File: config.mk
export PLATFORM = sky130hd
export DESIGN_NAME = qed_inst_sequencer_flat
export DESIGN_NICKNAME = d
export VERILOG_FILES = /design/src/rtl/qed_pkg.sv /design/src/rtl/qed_inst_sequencer_if.sv /design/src/rtl/qed_reg_remap.sv /design/src/rtl/qed_inst_sequencer.sv /design/src/flat_wrapper.sv
export SDC_FILE = /design/constraint.sdc
export NUM_CORES = 1
export LEC_CHECK = 0
export ABC_AREA = 1
export BUFFER_PORTS_ARGS = -buffer_cell sky130_fd_sc_hd__buf_2
export CORE_AREA = 2 2 59 89
export CTS_CLUSTER_SIZE = 16
export DETAILED_ROUTE_END_ITERATION = 12
export DIE_AREA = 0 0 61 91
export GPL_ROUTABILITY_DRIVEN = 0
export PLACE_DENSITY = 0.94
export SYNTH_ARGS = -nofsm -noshare
export SYNTH_HDL_FRONTEND = slang
export SYNTH_SLANG_ARGS = --single-unit
File: constraint.sdc
create_clock -name clk -period 4.3 [get_ports clk]
set_input_delay 0.86 -clock clk [delete_from_list [all_inputs] [get_ports clk]]
set_output_delay 0.86 -clock clk [all_outputs]
set_load 0.1 [all_outputs]
File: src/rtl/qed_pkg.sv
// Shared constants for the QED instruction sequencer: RV opcodes, register-field
// positions, the NOP encoding and the sequencer state type.
package qed_pkg;

    localparam int OPC_W   = 7;
    localparam int REG_W   = 5;
    localparam int RD_LSB  = 7;
    localparam int RS1_LSB = 15;
    localparam int RS2_LSB = 20;

    localparam logic [OPC_W-1:0] OPC_LUI       = 7'b0110111;
    localparam logic [OPC_W-1:0] OPC_AUIPC     = 7'b0010111;
    localparam logic [OPC_W-1:0] OPC_JAL       = 7'b1101111;
    localparam logic [OPC_W-1:0] OPC_OP_IMM    = 7'b0010011;
    localparam logic [OPC_W-1:0] OPC_OP_IMM_32 = 7'b0011011;
    localparam logic [OPC_W-1:0] OPC_LOAD      = 7'b0000011;
    localparam logic [OPC_W-1:0] OPC_JALR      = 7'b1100111;
    localparam logic [OPC_W-1:0] OPC_OP        = 7'b0110011;
    localparam logic [OPC_W-1:0] OPC_OP_32     = 7'b0111011;
    localparam logic [OPC_W-1:0] OPC_STORE     = 7'b0100011;
    localparam logic [OPC_W-1:0] OPC_BRANCH    = 7'b1100011;

    localparam logic [31:0] NOP_INST = 32'h00000013;

    typedef enum logic [2:0] {
        ST_IDLE,
        ST_ORIG,
        ST_DUP,
        ST_FETCH,
        ST_DONE
    } seq_state_t;

endpackage

File: src/rtl/qed_inst_sequencer_if.sv
// Workload-FIFO read side and core instruction-injection handshake, as seen by
// the sequencer (master) and the FIFO/core pair (slave).
interface qed_inst_sequencer_if #(
    parameter int INST_WIDTH = 32
) ();

    logic                  fifo_rd;
    logic [INST_WIDTH-1:0] fifo_rdata;
    logic                  fifo_empty;
    logic [INST_WIDTH-1:0] inst_out;
    logic                  inst_valid;
    logic                  inst_ready;
    logic                  inst_is_dup;

    modport master (
        output fifo_rd, inst_out, inst_valid, inst_is_dup,
        input  fifo_rdata, fifo_empty, inst_ready
    );

    modport slave (
        input  fifo_rd, inst_out, inst_valid, inst_is_dup,
        output fifo_rdata, fifo_empty, inst_ready
    );

endinterface

File: src/rtl/qed_reg_remap.sv
// Combinational EDDI-V register remap: moves the used register fields of an
// instruction into the shadow register half and flags use of the high half.
module qed_reg_remap
    import qed_pkg::*;
#(
    parameter int INST_WIDTH = 32,
    parameter int REG_OFFSET = 16
) (
    input  logic [INST_WIDTH-1:0] inst,
    output logic [INST_WIDTH-1:0] inst_remap,
    output logic                  hi_reg
);

    logic use_rd, use_rs1, use_rs2;

    // x0 stays x0; registers already in the high half are left alone
    function automatic logic [REG_W-1:0] remap_field(input logic [REG_W-1:0] f);
        if (f == '0 || f[REG_W-1]) return f;
        return f + REG_W'(REG_OFFSET);
    endfunction

    always_comb begin
        use_rd  = 1'b0;
        use_rs1 = 1'b0;
        use_rs2 = 1'b0;
        case (inst[OPC_W-1:0])
            OPC_LUI, OPC_AUIPC, OPC_JAL:                     use_rd = 1'b1;
            OPC_OP_IMM, OPC_OP_IMM_32, OPC_LOAD, OPC_JALR: begin
                use_rd  = 1'b1;
                use_rs1 = 1'b1;
            end
            OPC_OP, OPC_OP_32: begin
                use_rd  = 1'b1;
                use_rs1 = 1'b1;
                use_rs2 = 1'b1;
            end
            OPC_STORE, OPC_BRANCH: begin
                use_rs1 = 1'b1;
                use_rs2 = 1'b1;
            end
            default: ;
        endcase

        inst_remap = inst;
        if (use_rd)  inst_remap[RD_LSB  +: REG_W] = remap_field(inst[RD_LSB  +: REG_W]);
        if (use_rs1) inst_remap[RS1_LSB +: REG_W] = remap_field(inst[RS1_LSB +: REG_W]);
        if (use_rs2) inst_remap[RS2_LSB +: REG_W] = remap_field(inst[RS2_LSB +: REG_W]);

        hi_reg = (use_rd  && inst[RD_LSB  + REG_W - 1]) ||
                 (use_rs1 && inst[RS1_LSB + REG_W - 1]) ||
                 (use_rs2 && inst[RS2_LSB + REG_W - 1]);
    end

endmodule

File: src/rtl/qed_inst_sequencer.sv
// Issues each QED workload instruction as an original followed by a shadow-register
// duplicate. Build option QED_NOP_PAD_EN: stream NOPs once the workload is exhausted.
module qed_inst_sequencer
    import qed_pkg::*;
#(
    parameter int INST_WIDTH = 32,
    parameter int PTR_WIDTH  = 5,
    parameter int REG_OFFSET = 16
) (
    input  logic                   clk,
    input  logic                   rstn,
    input  logic                   enable,
    qed_inst_sequencer_if.master   bus,
    output logic [PTR_WIDTH:0]     orig_cnt,
    output logic [PTR_WIDTH:0]     dup_cnt,
    output logic                   done,
    output logic                   qed_match,
    output logic                   reg_err
);

    seq_state_t            state, state_nxt;
    logic [INST_WIDTH-1:0] inst_q, inst_nxt, remap_inst;
    logic                  valid_q, valid_nxt, dup_q, dup_nxt;
    logic [PTR_WIDTH:0]    orig_nxt, dup_cnt_nxt;
    logic                  done_nxt, err_nxt, hi_reg;

    function automatic logic [PTR_WIDTH:0] sat_inc(input logic [PTR_WIDTH:0] c);
        return (&c) ? c : c + 1'b1;
    endfunction

    // Remap reads the FIFO head directly: it is not popped until the duplicate is taken
    qed_reg_remap #(
        .INST_WIDTH (INST_WIDTH),
        .REG_OFFSET (REG_OFFSET)
    ) u_remap (
        .inst       (bus.fifo_rdata),
        .inst_remap (remap_inst),
        .hi_reg     (hi_reg)
    );

    always_ff @(posedge clk or negedge rstn) begin
        if (!rstn) state <= ST_IDLE;
        else       state <= state_nxt;
    end

    always_ff @(posedge clk or negedge rstn) begin
        if (!rstn) begin
            inst_q   <= '0;
            valid_q  <= 1'b0;
            dup_q    <= 1'b0;
            orig_cnt <= '0;
            dup_cnt  <= '0;
            done     <= 1'b0;
            reg_err  <= 1'b0;
        end else begin
            inst_q   <= inst_nxt;
            valid_q  <= valid_nxt;
            dup_q    <= dup_nxt;
            orig_cnt <= orig_nxt;
            dup_cnt  <= dup_cnt_nxt;
            done     <= done_nxt;
            reg_err  <= err_nxt;
        end
    end

    always_comb begin
        state_nxt   = state;
        inst_nxt    = inst_q;
        valid_nxt   = valid_q;
        dup_nxt     = dup_q;
        orig_nxt    = orig_cnt;
        dup_cnt_nxt = dup_cnt;
        done_nxt    = done;
        err_nxt     = reg_err;
        case (state)
            ST_IDLE, ST_FETCH: begin
                if (bus.fifo_empty) begin
                    state_nxt = ST_DONE;
                    done_nxt  = 1'b1;
`ifdef QED_NOP_PAD_EN
                    inst_nxt  = INST_WIDTH'(NOP_INST);
                    valid_nxt = 1'b1;
                    dup_nxt   = 1'b0;
`else
                    valid_nxt = 1'b0;
`endif
                end else if (enable) begin
                    state_nxt = ST_ORIG;
                    inst_nxt  = bus.fifo_rdata;
                    valid_nxt = 1'b1;
                    dup_nxt   = 1'b0;
                    if (hi_reg) err_nxt = 1'b1;
                end else begin
                    valid_nxt = 1'b0;
                end
            end
            ST_ORIG: begin
                if (bus.inst_ready) begin
                    state_nxt = ST_DUP;
                    orig_nxt  = sat_inc(orig_cnt);
                    inst_nxt  = remap_inst;
                    dup_nxt   = 1'b1;
                end
            end
            ST_DUP: begin
                if (bus.inst_ready) begin
                    state_nxt   = ST_FETCH;
                    dup_cnt_nxt = sat_inc(dup_cnt);
                    valid_nxt   = 1'b0;
                end
            end
            ST_DONE: begin
`ifdef QED_NOP_PAD_EN
                inst_nxt  = INST_WIDTH'(NOP_INST);
                valid_nxt = 1'b1;
                dup_nxt   = 1'b0;
`else
                valid_nxt = 1'b0;
`endif
            end
            default: state_nxt = ST_IDLE;
        endcase
    end

    assign bus.fifo_rd     = (state == ST_DUP) && bus.inst_ready;
    assign bus.inst_out    = inst_q;
    assign bus.inst_valid  = valid_q;
    assign bus.inst_is_dup = dup_q;
    assign qed_match       = done && (orig_cnt == dup_cnt);

endmodule

File: src/flat_wrapper.sv
// flat-port wrapper written by rule: the top's interface ports become plain ports
module qed_inst_sequencer_flat import qed_pkg::*;
#(
    parameter int INST_WIDTH = 32,
    parameter int PTR_WIDTH  = 5,
    parameter int REG_OFFSET = 16
)
  (clk, rstn, enable, orig_cnt, dup_cnt, done, qed_match, reg_err, bus_fifo_rd, bus_inst_out, bus_inst_valid, bus_inst_is_dup, bus_fifo_rdata, bus_fifo_empty, bus_inst_ready);
  qed_inst_sequencer_if #(.INST_WIDTH(INST_WIDTH)) bus_i ();
  input  logic clk;
  input  logic rstn;
  input  logic enable;
  output logic [PTR_WIDTH:0] orig_cnt;
  output logic [PTR_WIDTH:0] dup_cnt;
  output logic done;
  output logic qed_match;
  output logic reg_err;
  output wire logic [$bits(bus_i.fifo_rd)-1:0] bus_fifo_rd;
  output wire logic [$bits(bus_i.inst_out)-1:0] bus_inst_out;
  output wire logic [$bits(bus_i.inst_valid)-1:0] bus_inst_valid;
  output wire logic [$bits(bus_i.inst_is_dup)-1:0] bus_inst_is_dup;
  input wire logic [$bits(bus_i.fifo_rdata)-1:0] bus_fifo_rdata;
  input wire logic [$bits(bus_i.fifo_empty)-1:0] bus_fifo_empty;
  input wire logic [$bits(bus_i.inst_ready)-1:0] bus_inst_ready;
  assign bus_fifo_rd = bus_i.fifo_rd;
  assign bus_inst_out = bus_i.inst_out;
  assign bus_inst_valid = bus_i.inst_valid;
  assign bus_inst_is_dup = bus_i.inst_is_dup;
  assign bus_i.fifo_rdata = bus_fifo_rdata;
  assign bus_i.fifo_empty = bus_fifo_empty;
  assign bus_i.inst_ready = bus_inst_ready;
  qed_inst_sequencer #(.INST_WIDTH(INST_WIDTH), .PTR_WIDTH(PTR_WIDTH), .REG_OFFSET(REG_OFFSET)) u_core (.clk(clk), .rstn(rstn), .enable(enable), .bus(bus_i), .orig_cnt(orig_cnt), .dup_cnt(dup_cnt), .done(done), .qed_match(qed_match), .reg_err(reg_err));
endmodule
Yosys cells after proc, flatten, opt, wreduce, memory -nomap -nowiden
Index checks and enable logic that the tools add are counted.
{ "op_classes": {"n_mul": 0, "bitwise_logic": 4, "addsub": 5, "mux": 35, "n_eq_ne": 21, "n_shift": 0, "div": 0, "reduce_logical": 29, "n_lt_le_gt_ge": 0} }
{ "op_table": {"columns": ["cell", "count"], "rows": [
  ["two-way mux 32 bit", 3],
  ["case mux 32 bit (2 select lines)", 1],
  ["two-way mux 5 bit", 9],
  ["== test 7 x 6 -> 1 bit (second input constant)", 4],
  ["== test 7 x 5 -> 1 bit (second input constant)", 3],
  ["== test 7 bit (second input constant)", 3],
  ["adder 5 bit (second input constant)", 3],
  ["logical NOT 5 bit", 3],
  ["two-way mux 1 bit", 15],
  ["adder 6 x 1 -> 6 bit (second input constant)", 2],
  ["two-way mux 3 bit", 4],
  ["case mux 3 bit (4 select lines)", 1],
  ["AND reduction 4 bit", 3],
  ["AND reduction 6 bit", 2],
  ["OR reduction 9 bit", 1],
  ["!= test 2 bit (second input constant)", 4],
  ["OR reduction 8 bit", 1],
  ["== test 7 x 2 -> 1 bit (second input constant)", 1],
  ["== test 3 x 2 -> 1 bit (second input constant)", 2],
  ["== test 6 bit", 1],
  ["AND reduction 3 bit", 2],
  ["logical AND 1 bit", 5],
  ["logical OR 1 bit", 5],
  ["NOT 1 bit", 4],
  ["other kinds (11)", 12]
]} }
{ "totals": {"latchBits": 0, "rom_bits": 0, "wordCells": 102, "in_bits": 37, "ramBits": 0, "ff_bits": 51, "out_inout_bits": 50, "memories": 0} }

Longest topological paths before layout
Gate-level depths: netlist (run 1).
{ "depth": {"depth_word": 8, "ltp_mapped": 11, "ltp_nobuf": 10} }

Hierarchy
A second synthesis (run 1) with hierarchy kept.
{ "hier_totals": {"hier_cells": 488, "area_unflattened_um2": 3230.6} }
{ "by_module_without_submodules": {"columns": ["mod", "seq_area_each_um2", "cells_each", "n_inst", "area_per_inst_um2"], "rows": [
  ["qed_inst_sequencer", 1276.2, 392, 1, 2742.6],
  ["qed_reg_remap", 0.0, 96, 1, 488.0]
]} }

Least setup slack after synthesis (run 1)
No wires, ideal clock.
{ "synth_path": {"path_kind": "register to output", "from": "reg u_core.dup_cnt[5]", "to": "out qed_match", "path_stages_with_launch": 5, "setup_slack_ps": -843, "path_buffers": 0, "required_time_ps": 3440, "arrival_ps": 4283, "path_cell_list": "dfrtp_1 inv_1 a21oi_1 nand4_1 nor4_1"} }
{ "synth_via": {"elab_chain_cells": 2} }
{ "synth_rtl": {"columns": ["element", "line_no", "text"], "rows": [
  ["start: declaration", "qed_inst_sequencer.sv:15", "output logic [PTR_WIDTH:0] dup_cnt,"],
  ["start signal: assignment", "qed_inst_sequencer.sv:60", "dup_cnt <= dup_cnt_nxt;"],
  ["== test 6 bit", "qed_inst_sequencer.sv:129", "assign qed_match = done && (orig_cnt == dup_cnt);"],
  ["logical AND 1 bit", "qed_inst_sequencer.sv:129", null],
  ["end: declaration", "flat_wrapper.sv:16", "output logic qed_match;"]
]} }
Every way passes these cells.

Worst setup path in the final report (run 1)
Same ends and word-level chain as after synthesis.

==> results of run 1 <==
## worst min-delay path by stage
| stage | start | endpoint | slack [ps] | cells after the start |
|---|---|---|---|---|
| after global routing | u_core.bus.inst_out[12] | u_core.bus.inst_out[12] | 510 | 2 |
| after floorplan | u_core.state[2] | u_core.state[2] | 500 | 2 |
| after detailed placement | u_core.reg_err | u_core.reg_err | 460 | 2 |
| after global placement | u_core.reg_err | u_core.reg_err | 440 | 2 |
| final | u_core.reg_err | u_core.reg_err | 480 | 2 |
| after CTS | u_core.reg_err | u_core.reg_err | 480 | 2 |
## logic make-up (layout without fill, tap and decap cells)
kind of cell / count (synthesis) / count (layout) / synth area share [%]
fa+ha+maj: 2 / 2 / 1.02
compound gates: 39 / 39 / 9.46
flops: 51 / 51 / 52.2
mux: 2 / 2 / 0.921
simple gates: 143 / 143 / 24.0
buf+inv: 46 / 134 / 8.44
xor+xnor: 11 / 11 / 3.94
## metal layers
metal	share of wire, %	global-route usage, %	up-vias
li1	-	-	1087
met1	39	22.3	1019
met2	54	38.7	63
met3	5.1	4.27	8
met4	2.0	7.61	0
met5	0	0	-
## stage by stage
stage	total power, µW	setup WS [ps]	utilization, %	instances	hold WS (ps)
detailed placement	709	1760	61.0	440	455
finish	968	1680	62.9	448	479
global route	1010	1520	62.9	448	513
CTS	980	1650	62.9	448	485
global placement	706	1800	61.0	440	443
floorplan	656	330	-	294	504
## cells in the mapped netlist, types with 3 or more instances
cell     number  share of area [%]
dfrtp_1      51                 52
a21oi_1       4               0.82
nand2_1      93                 14
o21ai_1      18                3.7
xor2_1       10                3.6
buf_6         4                1.8
nor3_1        3               0.61
inv_1        38                5.8
nand3_1      13                2.7
o21ai_0       8                1.6
nor2_1       25                3.8
## cell type report
class                           count  area (µm²)
Clock inverter                      3        20.0
Fill cell                         419        1770
Clock buffer                        5        68.8
Sequential cell                    51        1280
Tap cell                           66        82.6
Timing Repair Buffer               86         430
Inverter                           40         151
Multi-Input combinational cell    197         970
## worst max-delay path, stage by stage (launching register included)
cell and delay [ps]:
dfrtp_1 390, inv_1 170, o22ai_1 110, nor2_1 100, nand4_1 90, nor4_2 130
buf_2 460
## flip-flops by register name, indices dropped and copies added, names as in the netlist
signal                  cells
u_core.dup_cnt              6
u_core.done                 1
u_core.state                3
u_core.bus.inst_is_dup      1
u_core.orig_cnt             6
u_core.reg_err              1
u_core.bus.inst_valid       1
u_core.bus.inst_out        32
## power by group through the flow
stage	clock (µW)	sequential (µW)	combinational [µW]
final	270	503	195
after detailed placement	0	513	197
after CTS	280	503	197
after global routing	296	505	207
after global placement	0	512	194
after floorplan	0	632	24.2
==> results.md, run 1 <==
- Tmin final: 2620 ps
- Vias after detailed routing: 2177
- Syn_nets: 333
- Placed cell area: 2910 µm²
- Total CTS buffers: 5
- # Post-CTS Setup Buffers: 0
- CTS root buf: clkbuf_8
- CP Capture Type: output port
- RSZ-0062 raised after global routing: false
- Die Height: 91 µm
- Reg2reg setup slack: 2290 ps
- Final setup TNS: 0 ps
- Cts hold-fix bufs: 0
- Gr usage total: 21.0%
- Max-slew violations: 0
- I/O pins: 87
- Number of max-cap violations: 0
- Cell Int Power: 642 µW
- Diode count: 0
- Reg2reg start: u_core.state[2]
- Lkg Pwr: 0.00174 µW
- Syn avg cell area: 8.32 µm²
- Initial Utilization: 51.3%
- Leading cell types in the layout, fill and taps excluded: nand2_1 (93), buf_2 (86), dfrtp_1 (51)
- DRC viols: 0
- CTS tree: done
- Fmax: 0.382 GHz
- Final wirelength: 5380 µm
- Clock sinks: 51
- Worst-Margin Slew: 1100 ps
- Layout Area Growth over Synthesis: 22.6%
- Total die area: 5550 µm²
- Post-route cell area: 3000 µm²
- Final hold viol count: 0
- WP data arrival: 1760 ps
- First-pass DRT Iterations: 4
- Switch Pwr: 326 µW
- Htree depth: 2
- CP startpoint: u_core.dup_cnt[5]
- Total grt overflow: 0
- Period utilization: 61.0%
- Clock Power Share: 27.9%
- Fraction of layout instances using a drive strength above 1: 27.7%
- Combinational share of power: 20.2%
- Critical R2R Capture: u_core.bus.inst_out[11]
- Avg WL per Cell: 12.0 µm
- Post-synth EDFFs: 0
- Final ANT Viol Nets: 0
- Cell Area, Synth: 2450 µm²
- Clock-pin slew on the worst setup and hold paths: 100 ps
- Via density: 4.86
- Std-Cell Rows: 31
- Number of global-route vias before repair: 2186
- Syn. warnings: 0
- Predominant post-synthesis flop cell: dfrtp_1
- Clock Path Buffers: 2
- Worst Path Required: 3440 ps
- Largest net degree at the start of global routing: 53
- Power Density: 323 nW/µm²
- Crit-path max FO: 4
- Worst VDD drop: 0.000225 V
- Global-route wire length before repair: 9000 µm
- Die Wd: 61 µm
- Reg2Reg Depth: 8
- Final setup vio count: 0
- Most common cell after layout, fill and taps aside: nand2_1
- Dpl hpwl: 4150 µm
- Synth cell types: 31
- CP Launch Type: flop
- Sequential Power Share: 52.0%
- Setup crit end: qed_match
- Status: finished clean
- Initial antenna violation count: 0
- Post-layout nets: 420
- Max_slew headroom: 26.5%
- Register area share after synthesis: 52.2%
- Synthesized flop and latch total: 51
- Clock Skew: 8.06 ps
- Hold/Removal Path Class: flop to flop
- Sw Share: 33.7%
- Core Region: 4770 µm²
- Crit path kind: flop to output port
- Clk_lat worst skew: 300 ps
- Post-synthesis instance total: 294
- IO buf count: 86
- Async SR Flop Fraction: 100%
- Initial drt markers: 76
- CTS resizes: 0
No activity file was read; power rests on OpenSTA's default activity.
==> inputs of run 2 (changes only) <==
CORE_AREA = 2 2 64 96   (was 2 2 59 89)
DIE_AREA = 0 0 66 98   (was 0 0 61 91)
PLACE_DENSITY = 0.86   (was 0.94)
clock period = 2.3 ns   (was 4.3 ns; I/O delays follow)
==> results.md, run 2 (synthesized netlist as in run 1, its figures left out) <==
- Routed length on met2: 3160 µm
- Clock Skew: 9.17 ps
- Gr usage total: 18.8%
- Final wirelength: 5810 µm
- Initial drt markers: 115
- Initial Utilization: 42.9%
- Reg2reg start: u_core.state[2]
- Layout Area Growth over Synthesis: 26.1%
- DRC viols: 0
- Worst-Margin Slew: 499 ps
- Tmin final: 2220 ps
- Fmax: 0.451 GHz
- Final hold viol count: 0
- Post-route cell area: 3090 µm²
- Max layer used: met4
- Total die area: 6470 µm²
- Reg2reg setup slack: 450 ps
- Placed cells: 449
- Critical R2R Capture: u_core.bus.inst_out[19]
- Final setup margin: 82.2 ps
- Die Height: 98 µm
- CP Capture Type: output port
- Vias after detailed routing: 2201
- CTS root buf: clkbuf_8
- Period utilization: 96.4%
- CP Launch Type: flop
- Number of global-route vias before repair: 2165
- Final ANT Viol Nets: 0
- Post-layout power: 1810 µW
- Die Wd: 66 µm
- First-pass DRT Iterations: 4
- Final setup vio count: 0
- Most common cell after layout, fill and taps aside: nand2_1
- Via density: 4.82
- Lkg Pwr: 0.00174 µW
- Core Region: 5700 µm²
- DR WL met3: 310 µm
- WP data arrival: 1760 ps
- Clock sinks: 51
- Max_slew headroom: 66.9%
- Total CTS buffers: 5
- Non-Filler Instances: 457
- Max reg flops: 32
- # Post-CTS Setup Buffers: 0
- Cts hold-fix bufs: 0
- Global-route wire length before repair: 9480 µm
- Crit path kind: flop to output port
- Number of max-cap violations: 0
- Total grt overflow: 0
- Worst VDD drop: 0.000379 V
- Std-Cell Rows: 34
- I/O pins: 87
- Worst Path Required: 1840 ps
- Avg WL per Cell: 12.7 µm
- Post-layout nets: 423
- Fraction of layout instances using a drive strength above 1: 32.2%
- Max-slew violations: 0
- Dpl hpwl: 4580 µm
- IO buf count: 86
- Reg2Reg Depth: 8
- Dpl ws: 401 ps
- Placed cell area: 3000 µm²
- Htree depth: 2
- Clock-pin slew on the worst setup and hold paths: 90 ps
- Largest net degree at the start of global routing: 31
- Crit-path max FO: 4
- Clk_lat worst skew: 300 ps
- Worst hold slack: 96.0 ps
- Area of the multi-input gates: 978 µm²
- Clock Path Buffers: 2
- Hold/Removal Path Class: input pin to asynchronous set/reset pin
- CTS resizes: 0
- Leading cell types in the layout, fill and taps excluded: nand2_1 (93), buf_2 (85), dfrtp_1 (38)
- Register Area: 1310 µm²
- Met1 wire length: 2220 µm
- FILL cells: 537
- RSZ-0062 raised after global routing: false
- Power Density: 587 nW/µm²
- Diode count: 0
- Initial antenna violation count: 0
- CTS tree: done
- Status: finished clean
[run 2: changes by cell type in the layout (fill, tap and decap cells not counted), moves of 2 or more]
cell     delta
inv_1       -3
dfrtp_1    -13
dfrtp_2     +6
inv_2       +2
dfrtp_4     +7
buf_4       +3
[run 2: worst max path at each step]
| stage | start | to | slack, ps | cells past startpoint |
|---|---|---|---|---|
| after floorplan | u_core.dup_cnt[5] | qed_match | -320 | 5 |
| after global placement | u_core.dup_cnt[5] | qed_match | 430 | 6 |
| after detailed placement | u_core.dup_cnt[5] | qed_match | 400 | 6 |
| after CTS | u_core.dup_cnt[5] | qed_match | 60 | 6 |
| after global routing | u_core.dup_cnt[5] | qed_match | 8 | 6 |
| final | u_core.dup_cnt[5] | qed_match | 80 | 6 |
[run 2: where the power goes]
| group | internal, µW | switching, µW |
|---|---|---|
| Clock | 213 | 289 |
| Combinational | 65.2 | 303 |
| Sequential | 925 | 15.5 |
[run 2: worst max-delay path, cell delays in order (launching register included)]
cell and delay, ps:
dfrtp_4 500, inv_4 90, o22ai_1 70, nor2_1 100, nand4_1 130, nor4_4 350, buf_12 210
[run 2: area by class of cell]
| cell class | instances | share of cell area (%) |
|---|---|---|
| Multi-Input combinational cell | 197 | 31.7 |
| Timing Repair Buffer | 89 | 15.2 |
| Inverter | 40 | 4.99 |
| Tap cell | 72 | 2.92 |
| Sequential cell | 51 | 42.5 |
| Clock inverter | 2 | 0.406 |
| Clock buffer | 6 | 2.35 |
[run 2: metal layers]
| layer | vias up | track usage (%) |
|---|---|---|
| met5 | - | 0 |
| met4 | 0 | 6.75 |
| met3 | 9 | 3.92 |
| met2 | 72 | 34.3 |
| met1 | 1020 | 20.9 |
| li1 | 1100 | - |
[run 2: through the flow]
step / util [%] / TNS (ps)
CTS: 54.1 / 0
global route: 54.1 / 0
detailed placement: 52.6 / 0
floorplan: - / -322
global placement: 52.6 / 0
finish: 54.1 / 0
